[src/rtl/foc_sample_driver.sv]
// foc_sample_driver
// Initiator side of the controller's sample/coefficient interface. After reset
// (and whenever a reload is requested) it writes Kp/Ki/Kd into both the d and q
// coefficient ports, then forwards each ADC strobe as a held valid burst and
// waits for a rising edge on ready before it accepts the next sample. Strobes
// that arrive while the block is busy are dropped and counted, and a missing
// ready produces a sticky timeout fault.

module foc_sample_driver #(
   parameter int D_WIDTH    = 19,
   parameter int Q_BITS     = 15,
   parameter int VALID_HOLD = 4,
   parameter int TIMEOUT    = 1024,
   parameter int CNT_W      = 8
) (
   input  logic               clk,
   input  logic               rst,
   input  logic               adc_strobe,
   input  logic [D_WIDTH-1:0] adcA_in,
   input  logic [D_WIDTH-1:0] adcB_in,
   input  logic [D_WIDTH-1:0] res_angle,
   input  logic [D_WIDTH-1:0] torque_req,
   input  logic [D_WIDTH-1:0] kp_in,
   input  logic [D_WIDTH-1:0] ki_in,
   input  logic [D_WIDTH-1:0] kd_in,
   input  logic               cfg_update,
   input  logic               ready,
   output logic               valid,
   output logic [D_WIDTH-1:0] currA_out,
   output logic [D_WIDTH-1:0] currB_out,
   output logic [D_WIDTH-1:0] currC_out,
   output logic [D_WIDTH-1:0] angle_out,
   output logic [D_WIDTH-1:0] currT_out,
   output logic               pid_d_wen,
   output logic               pid_q_wen,
   output logic [D_WIDTH-1:0] pid_d_addr,
   output logic [D_WIDTH-1:0] pid_q_addr,
   output logic [D_WIDTH-1:0] pid_d_data,
   output logic [D_WIDTH-1:0] pid_q_data,
   output logic               busy,
   output logic [CNT_W-1:0]   overrun_cnt,
   output logic               timeout_fault
);

   // Q_BITS only documents the fixed-point format; the check below refuses
   // parameter sets that would make the format or the valid burst meaningless.
   if (VALID_HOLD < 1 || Q_BITS >= D_WIDTH || TIMEOUT < 1) begin : gParamCheck
      $error("foc_sample_driver: illegal parameter combination");
   end

   localparam int HOLD_W = $clog2(VALID_HOLD + 1);
   localparam int TMR_W  = $clog2(TIMEOUT + 1);

   typedef enum logic [1:0] {
      ST_LOAD,
      ST_WAIT_SAMPLE,
      ST_ISSUE,
      ST_WAIT_READY
   } StateT;

   // Control registers
   StateT              r_state;
   logic [1:0]         r_loadIdx;
   logic [HOLD_W-1:0]  r_holdCnt;
   logic [TMR_W-1:0]   r_timer;
   logic               r_readyPrev;
   logic               r_cfgPending;
   logic               r_valid;
   logic               r_wen;
   logic [D_WIDTH-1:0] r_addr;
   logic [D_WIDTH-1:0] r_data;
   logic               r_timeoutFault;

   // Held sample and drop counter
   logic [D_WIDTH-1:0] r_currA;
   logic [D_WIDTH-1:0] r_currB;
   logic [D_WIDTH-1:0] r_currC;
   logic [D_WIDTH-1:0] r_angle;
   logic [D_WIDTH-1:0] r_currT;
   logic [CNT_W-1:0]   r_overrunCnt;

   // Next-state values from the FSM decode
   StateT              w_nextState;
   logic [1:0]         w_nextLoadIdx;
   logic [HOLD_W-1:0]  w_nextHoldCnt;
   logic [TMR_W-1:0]   w_nextTimer;
   logic               w_nextPending;
   logic               w_nextValid;
   logic               w_nextWen;
   logic [D_WIDTH-1:0] w_nextAddr;
   logic [D_WIDTH-1:0] w_nextData;
   logic               w_nextFault;
   logic               w_capture;
   logic               w_drop;

   logic [D_WIDTH-1:0] w_coef;
   logic [D_WIDTH-1:0] w_currC;
   logic               w_readyRise;

   // Third phase current is the negated sum of A and B; it wraps rather than
   // saturates, matching the two's complement width of the bus.
   assign w_currC = -(adcA_in + adcB_in);

   // Only a rising edge of ready completes a sample, so a level left high
   // from a previous transaction cannot release the next one.
   assign w_readyRise = ready & ~r_readyPrev;

   // Select the coefficient for the current load index: 0=Kp, 1=Ki, 2=Kd.
   always_comb begin
      w_coef = kd_in;
      case (r_loadIdx)
         2'd0:    w_coef = kp_in;
         2'd1:    w_coef = ki_in;
         default: w_coef = kd_in;
      endcase
   end

   // Next-state and registered-output decode for the load/issue/handshake FSM.
   always_comb begin
      w_nextState   = r_state;
      w_nextLoadIdx = r_loadIdx;
      w_nextHoldCnt = r_holdCnt;
      w_nextTimer   = r_timer;
      w_nextPending = r_cfgPending;
      w_nextValid   = r_valid;
      w_nextWen     = 1'b0;
      w_nextAddr    = r_addr;
      w_nextData    = r_data;
      w_nextFault   = r_timeoutFault;
      w_capture     = 1'b0;
      w_drop        = 1'b0;

      case (r_state)
         ST_LOAD: begin
            w_nextWen  = 1'b1;
            w_nextAddr = {{(D_WIDTH-2){1'b0}}, r_loadIdx};
            w_nextData = w_coef;
            w_drop     = adc_strobe;
            if (cfg_update) begin
               w_nextPending = 1'b1;
            end
            if (r_loadIdx == 2'd2) begin
               w_nextLoadIdx = 2'd0;
               w_nextState   = ST_WAIT_SAMPLE;
            end else begin
               w_nextLoadIdx = r_loadIdx + 2'd1;
            end
         end

         ST_WAIT_SAMPLE: begin
            if (cfg_update || r_cfgPending) begin
               w_nextPending = 1'b0;
               w_nextLoadIdx = 2'd0;
               w_nextState   = ST_LOAD;
               w_drop        = adc_strobe;
            end else if (adc_strobe) begin
               w_capture     = 1'b1;
               w_nextValid   = 1'b1;
               w_nextHoldCnt = HOLD_W'(1);
               w_nextState   = ST_ISSUE;
            end
         end

         ST_ISSUE: begin
            w_drop = adc_strobe;
            if (cfg_update) begin
               w_nextPending = 1'b1;
            end
            if (r_holdCnt == HOLD_W'(VALID_HOLD)) begin
               w_nextValid = 1'b0;
               w_nextTimer = '0;
               w_nextState = ST_WAIT_READY;
            end else begin
               w_nextHoldCnt = r_holdCnt + HOLD_W'(1);
            end
         end

         ST_WAIT_READY: begin
            w_drop = adc_strobe;
            if (cfg_update) begin
               w_nextPending = 1'b1;
            end
            if (w_readyRise) begin
               w_nextState = ST_WAIT_SAMPLE;
            end else if (r_timer == TMR_W'(TIMEOUT - 1)) begin
               w_nextFault = 1'b1;
               w_nextState = ST_WAIT_SAMPLE;
            end else begin
               w_nextTimer = r_timer + TMR_W'(1);
            end
         end

         default: begin
            w_nextLoadIdx = 2'd0;
            w_nextState   = ST_LOAD;
         end
      endcase
   end

   // State register plus the control outputs that follow the FSM decode.
   always_ff @(posedge clk) begin
      if (rst) begin
         r_state        <= ST_LOAD;
         r_loadIdx      <= 2'd0;
         r_holdCnt      <= '0;
         r_timer        <= '0;
         r_readyPrev    <= 1'b0;
         r_cfgPending   <= 1'b0;
         r_valid        <= 1'b0;
         r_wen          <= 1'b0;
         r_addr         <= '0;
         r_data         <= '0;
         r_timeoutFault <= 1'b0;
      end else begin
         r_state        <= w_nextState;
         r_loadIdx      <= w_nextLoadIdx;
         r_holdCnt      <= w_nextHoldCnt;
         r_timer        <= w_nextTimer;
         r_readyPrev    <= ready;
         r_cfgPending   <= w_nextPending;
         r_valid        <= w_nextValid;
         r_wen          <= w_nextWen;
         r_addr         <= w_nextAddr;
         r_data         <= w_nextData;
         r_timeoutFault <= w_nextFault;
      end
   end

   // Capture an accepted sample; dropped strobes leave the held values alone.
   always_ff @(posedge clk) begin
      if (rst) begin
         r_currA <= '0;
         r_currB <= '0;
         r_currC <= '0;
         r_angle <= '0;
         r_currT <= '0;
      end else if (w_capture) begin
         r_currA <= adcA_in;
         r_currB <= adcB_in;
         r_currC <= w_currC;
         r_angle <= res_angle;
         r_currT <= torque_req;
      end
   end

   // Count dropped strobes, sticking at the all-ones value.
   always_ff @(posedge clk) begin
      if (rst) begin
         r_overrunCnt <= '0;
      end else if (w_drop && (r_overrunCnt != '1)) begin
         r_overrunCnt <= r_overrunCnt + CNT_W'(1);
      end
   end

   assign valid         = r_valid;
   assign currA_out     = r_currA;
   assign currB_out     = r_currB;
   assign currC_out     = r_currC;
   assign angle_out     = r_angle;
   assign currT_out     = r_currT;
   assign pid_d_wen     = r_wen;
   assign pid_q_wen     = r_wen;
   assign pid_d_addr    = r_addr;
   assign pid_q_addr    = r_addr;
   assign pid_d_data    = r_data;
   assign pid_q_data    = r_data;
   assign busy          = (r_state != ST_WAIT_SAMPLE);
   assign overrun_cnt   = r_overrunCnt;
   assign timeout_fault = r_timeoutFault;

endmodule
[config.mk]
export PLATFORM = sky130hd
export DESIGN_NAME = foc_sample_driver
export DESIGN_NICKNAME = d
export VERILOG_FILES = /design/src/rtl/foc_sample_driver.sv
export SDC_FILE = /design/constraint.sdc
export NUM_CORES = 1
export LEC_CHECK = 0
export ABC_AREA = 1
export BUFFER_PORTS_ARGS = -buffer_cell sky130_fd_sc_hd__buf_2
export CELL_PAD_IN_SITES_DETAIL_PLACEMENT = 1
export CELL_PAD_IN_SITES_GLOBAL_PLACEMENT = 2
export CORE_MARGIN = 2
export CORE_UTILIZATION = 25
export CTS_CLUSTER_DIAMETER = 100
export DETAILED_ROUTE_END_ITERATION = 12
export GPL_TIMING_DRIVEN = 0
export PLACE_DENSITY = 0.79
export SYNTH_ARGS = -nofsm -noshare
export SYNTH_HDL_FRONTEND = slang
export SYNTH_SLANG_ARGS = --single-unit
[constraint.sdc]
create_clock -name clk -period 2.8 [get_ports clk]
set_clock_uncertainty 0.1 [all_clocks]
set_input_delay 0.42 -clock clk [delete_from_list [all_inputs] [get_ports clk]]
set_output_delay 0.42 -clock clk [all_outputs]
set_load 0.02 [all_outputs]
==> flow_summary_export.csv <==
group,metric,value,unit
run_status,status,"completed",
sta,finalCriticalPeriod,2230,ps
setup_path,start_kind,"primary input",
setup_path,worstPathCellList,"buf_2, ha_1, inv_1, ha_1, fa_1, nand3_1, nand2_1, nand2_1, nand2_1, nand2_1, nand3_1, o211ai_1, inv_1",
logic_synthesis,ys_seq_area_share,38.7,%
cells_and_area,layout_common_cells,"buf_2, nand2_1, dfxtp_1, a21oi_1, inv_1",
cells_and_area,seqCellArea,2940,µm²
setup_path,worst_ep_required_time,3020,ps
routing,wl_per_cell,15.9,µm
routing,antenna_left,0,
clock_network,cts-root-buf,"clkbuf_16",
logic_synthesis,synthFlopType,"dfxtp_1",
routing,vias,7893,
cells_and_area,utilization,34.5,%
clock_network,cts_buffers,17,
die,coreArea,29800,µm²
cells_and_area,area_growth,35.1,%
clock_network,clkTransAtPathRegs,70,ps
die,die_x,179,µm
logic_synthesis,synthesis.area,7610,µm²
min_path,hp-class,"in2reg",
die,ios,322,
placement,io_buffers,286,
cells_and_area,final_common_cell,"buf_2",
global_route,grt_pass1_wl,42700,µm
sta,post-route-period-util,79.8,%
logic_synthesis,syn_avg_cell_area,7.24,µm²
pwr,vdd_drop_max,0.330,mV
die,die_h,179,µm
placement,dpl.hpwl,22500,µm
clock_network,cts_resized,0,
cells_and_area,fill_cells,3825,
clock_network,postCtsSetupRepairBufs,0,
logic_synthesis,syn_inst,1051,
clock_network,clock_path_buffers,2,
cells_and_area,drive_above_1_share,29.1,%
pwr,powerDensity,768,nW/µm²
setup_path,reg2regPathDepth,9,
logic_synthesis,async_flop_share,0,%
setup_path,critPathSlowestCell,"fa_1",
sta,relSlewSlack,48.9,%
global_route,grt-ovfl-total,0,
sta,worst_slew_pin_slew,763,ps
logic_synthesis,yosysWarnings,0,
sta,finalHoldViolations,0,
die,dieArea,31900,µm²
setup_path,worst-endpoint-arrival,2460,ps
pwr,p_leak,5.38,nW
global_route,grt_pass1_vias,7843,
placement,gp_congestion,0.809,
routing,vias_per_cell,4.40,
sta,fmax,448,MHz
setup_path,r2r_slack,570,ps
die,start_util,25.6,%
die,rows,63,
min_path,hold_path_depth,3,
clock_network,htreeDepth,4,
clock_network,clkSinkCount,147,
routing,drt-total-wl,28500,µm
logic_synthesis,synth_edf_count,0,
cells_and_area,multi_input_area,3660,µm²
sta,setup_viol,0,
global_route,antenna_found_initial,1,
sta,fin_setup_tns,0,ps
global_route,grt.total_usage,17.3,%
setup_path,endpoint_kind,"register",
run,drv_cap,0,
clock_network,holdBufCountCts,0,
sta,drv_slew,0,
global_route,grt_max_degree,17,
logic_synthesis,synth.distinct_cells,37,
routing,dr.pass1.iters,4,
sta,rsz0062_at_grt,"false",
routing,post-route-drc-count,0,
logic_synthesis,ys_seq_elements,147,
clock_network,clkLatencyLatePin,430,ps
clock_network,cts_tree,"built",
setup_path,cpMostUsedCell,"nand2_1",
routing,dr.first_iter.drc_count,241,
setup_path,cp_max_fo,4,
cells_and_area,fin_nets,1572,
setup_path,critical_path.max_stage_delay,470,ps
setup_path,path_class,"in2reg",
==> logic make-up after synthesis <==
| family | share of synthesized area, % |
|---|---|
| buffers and inverters | 14.9 |
| AO/OA/AOI/OAI | 17.5 |
| AND/OR/NAND/NOR | 20.0 |
| other | 0.0493 |
| XOR/XNOR | 1.38 |
| adder cells (fa/ha/maj) | 7.49 |
| flip-flops | 38.7 |
==> synth_stat cells (all sizes together), types with 9 or more instances <==
library cell	count	area, µm²
buf	72	528
nand3	56	280
o211ai	21	158
ha	44	551
dfxtp	147	2940
inv	131	494
clkbuf	30	113
nor2	50	198
o21a	9	67.6
nor3	9	50.1
a21oi	136	684
o21ai	65	337
nand2	244	921
==> through the flow <==
step                std cells  total power [mW]  hold slack [ps]  instance area (µm²)  worst slack, ps
floorplan                1084              4.52              358                 7740              622
finish                   1794              7.90              113                10300              567
global placement         1760              5.45              340                 9660              104
CTS                      1792              8.02             98.7                10300              518
global route             1793              8.42              119                10300              380
detailed placement       1760              5.49              351                 9660             85.1
==> cell type report <==
cell class              instances  area share, %
multi-input cells             704           35.6
plain buffers                 102           6.23
clock buffers                  18           4.27
inverters                     131           4.80
flip-flops and latches        147           28.6
well taps                     390           4.74
repair buffers                286           13.9
clock inverters                14           1.82
diodes                          2         0.0486
==> state kept, by name, summed over array words and instances, names as in the netlist <==
| signal | count |
|---|---|
| angle_out | 19 |
| currA_out | 19 |
| currB_out | 19 |
| currC_out | 19 |
| currT_out | 19 |
| overrun_cnt | 8 |
| pid_d_addr | 2 |
| pid_d_data | 19 |
| pid_d_wen | 1 |
| r_cfgPending | 1 |
| r_holdCnt | 3 |
| r_loadIdx | 2 |
| r_readyPrev | 1 |
| r_state | 2 |
| r_timer | 11 |
| timeout_fault | 1 |
| valid | 1 |
==> path summary, 6_finish.rpt <==
path                                                  from                         end
worst max-delay path                            adcA_in[1]   currC_out[9]$_SDFFE_PP0P_
worst min-delay path                                 ready      r_readyPrev$_SDFF_PP0_
worst max register to register     r_state[1]$_SDFFE_PP0P_   currA_out[3]$_SDFFE_PP0P_
worst min register to register  timeout_fault$_SDFFE_PP0P_  timeout_fault$_SDFFE_PP0P_
==> routing by layer <==
metal | global-route usage (%) | wire length [µm] | up-vias
met4 | 5.39 | 490 | 0
met1 | 21.1 | 12500 | 3670
met2 | 31.1 | 14300 | 190
met5 | 0 | 0 | -
met3 | 2.75 | 1170 | 27
li1 | - | - | 4006
==> power by group <==
group	switching [mW]	internal, mW	total, mW
Sequential	0.215	2.39	2.61
Combinational	1.79	1.01	2.80
Clock	1.04	1.46	2.50
==> critical path, delay by kind of cell <==
family | cells | cell delay, ps
buffers and inverters | 3 | 200
AOI/OAI and AO/OA | 1 | 130
and+or+nand+nor | 6 | 700
adders and majority gates | 3 | 1000
Power figures use the tool's default switching activity.
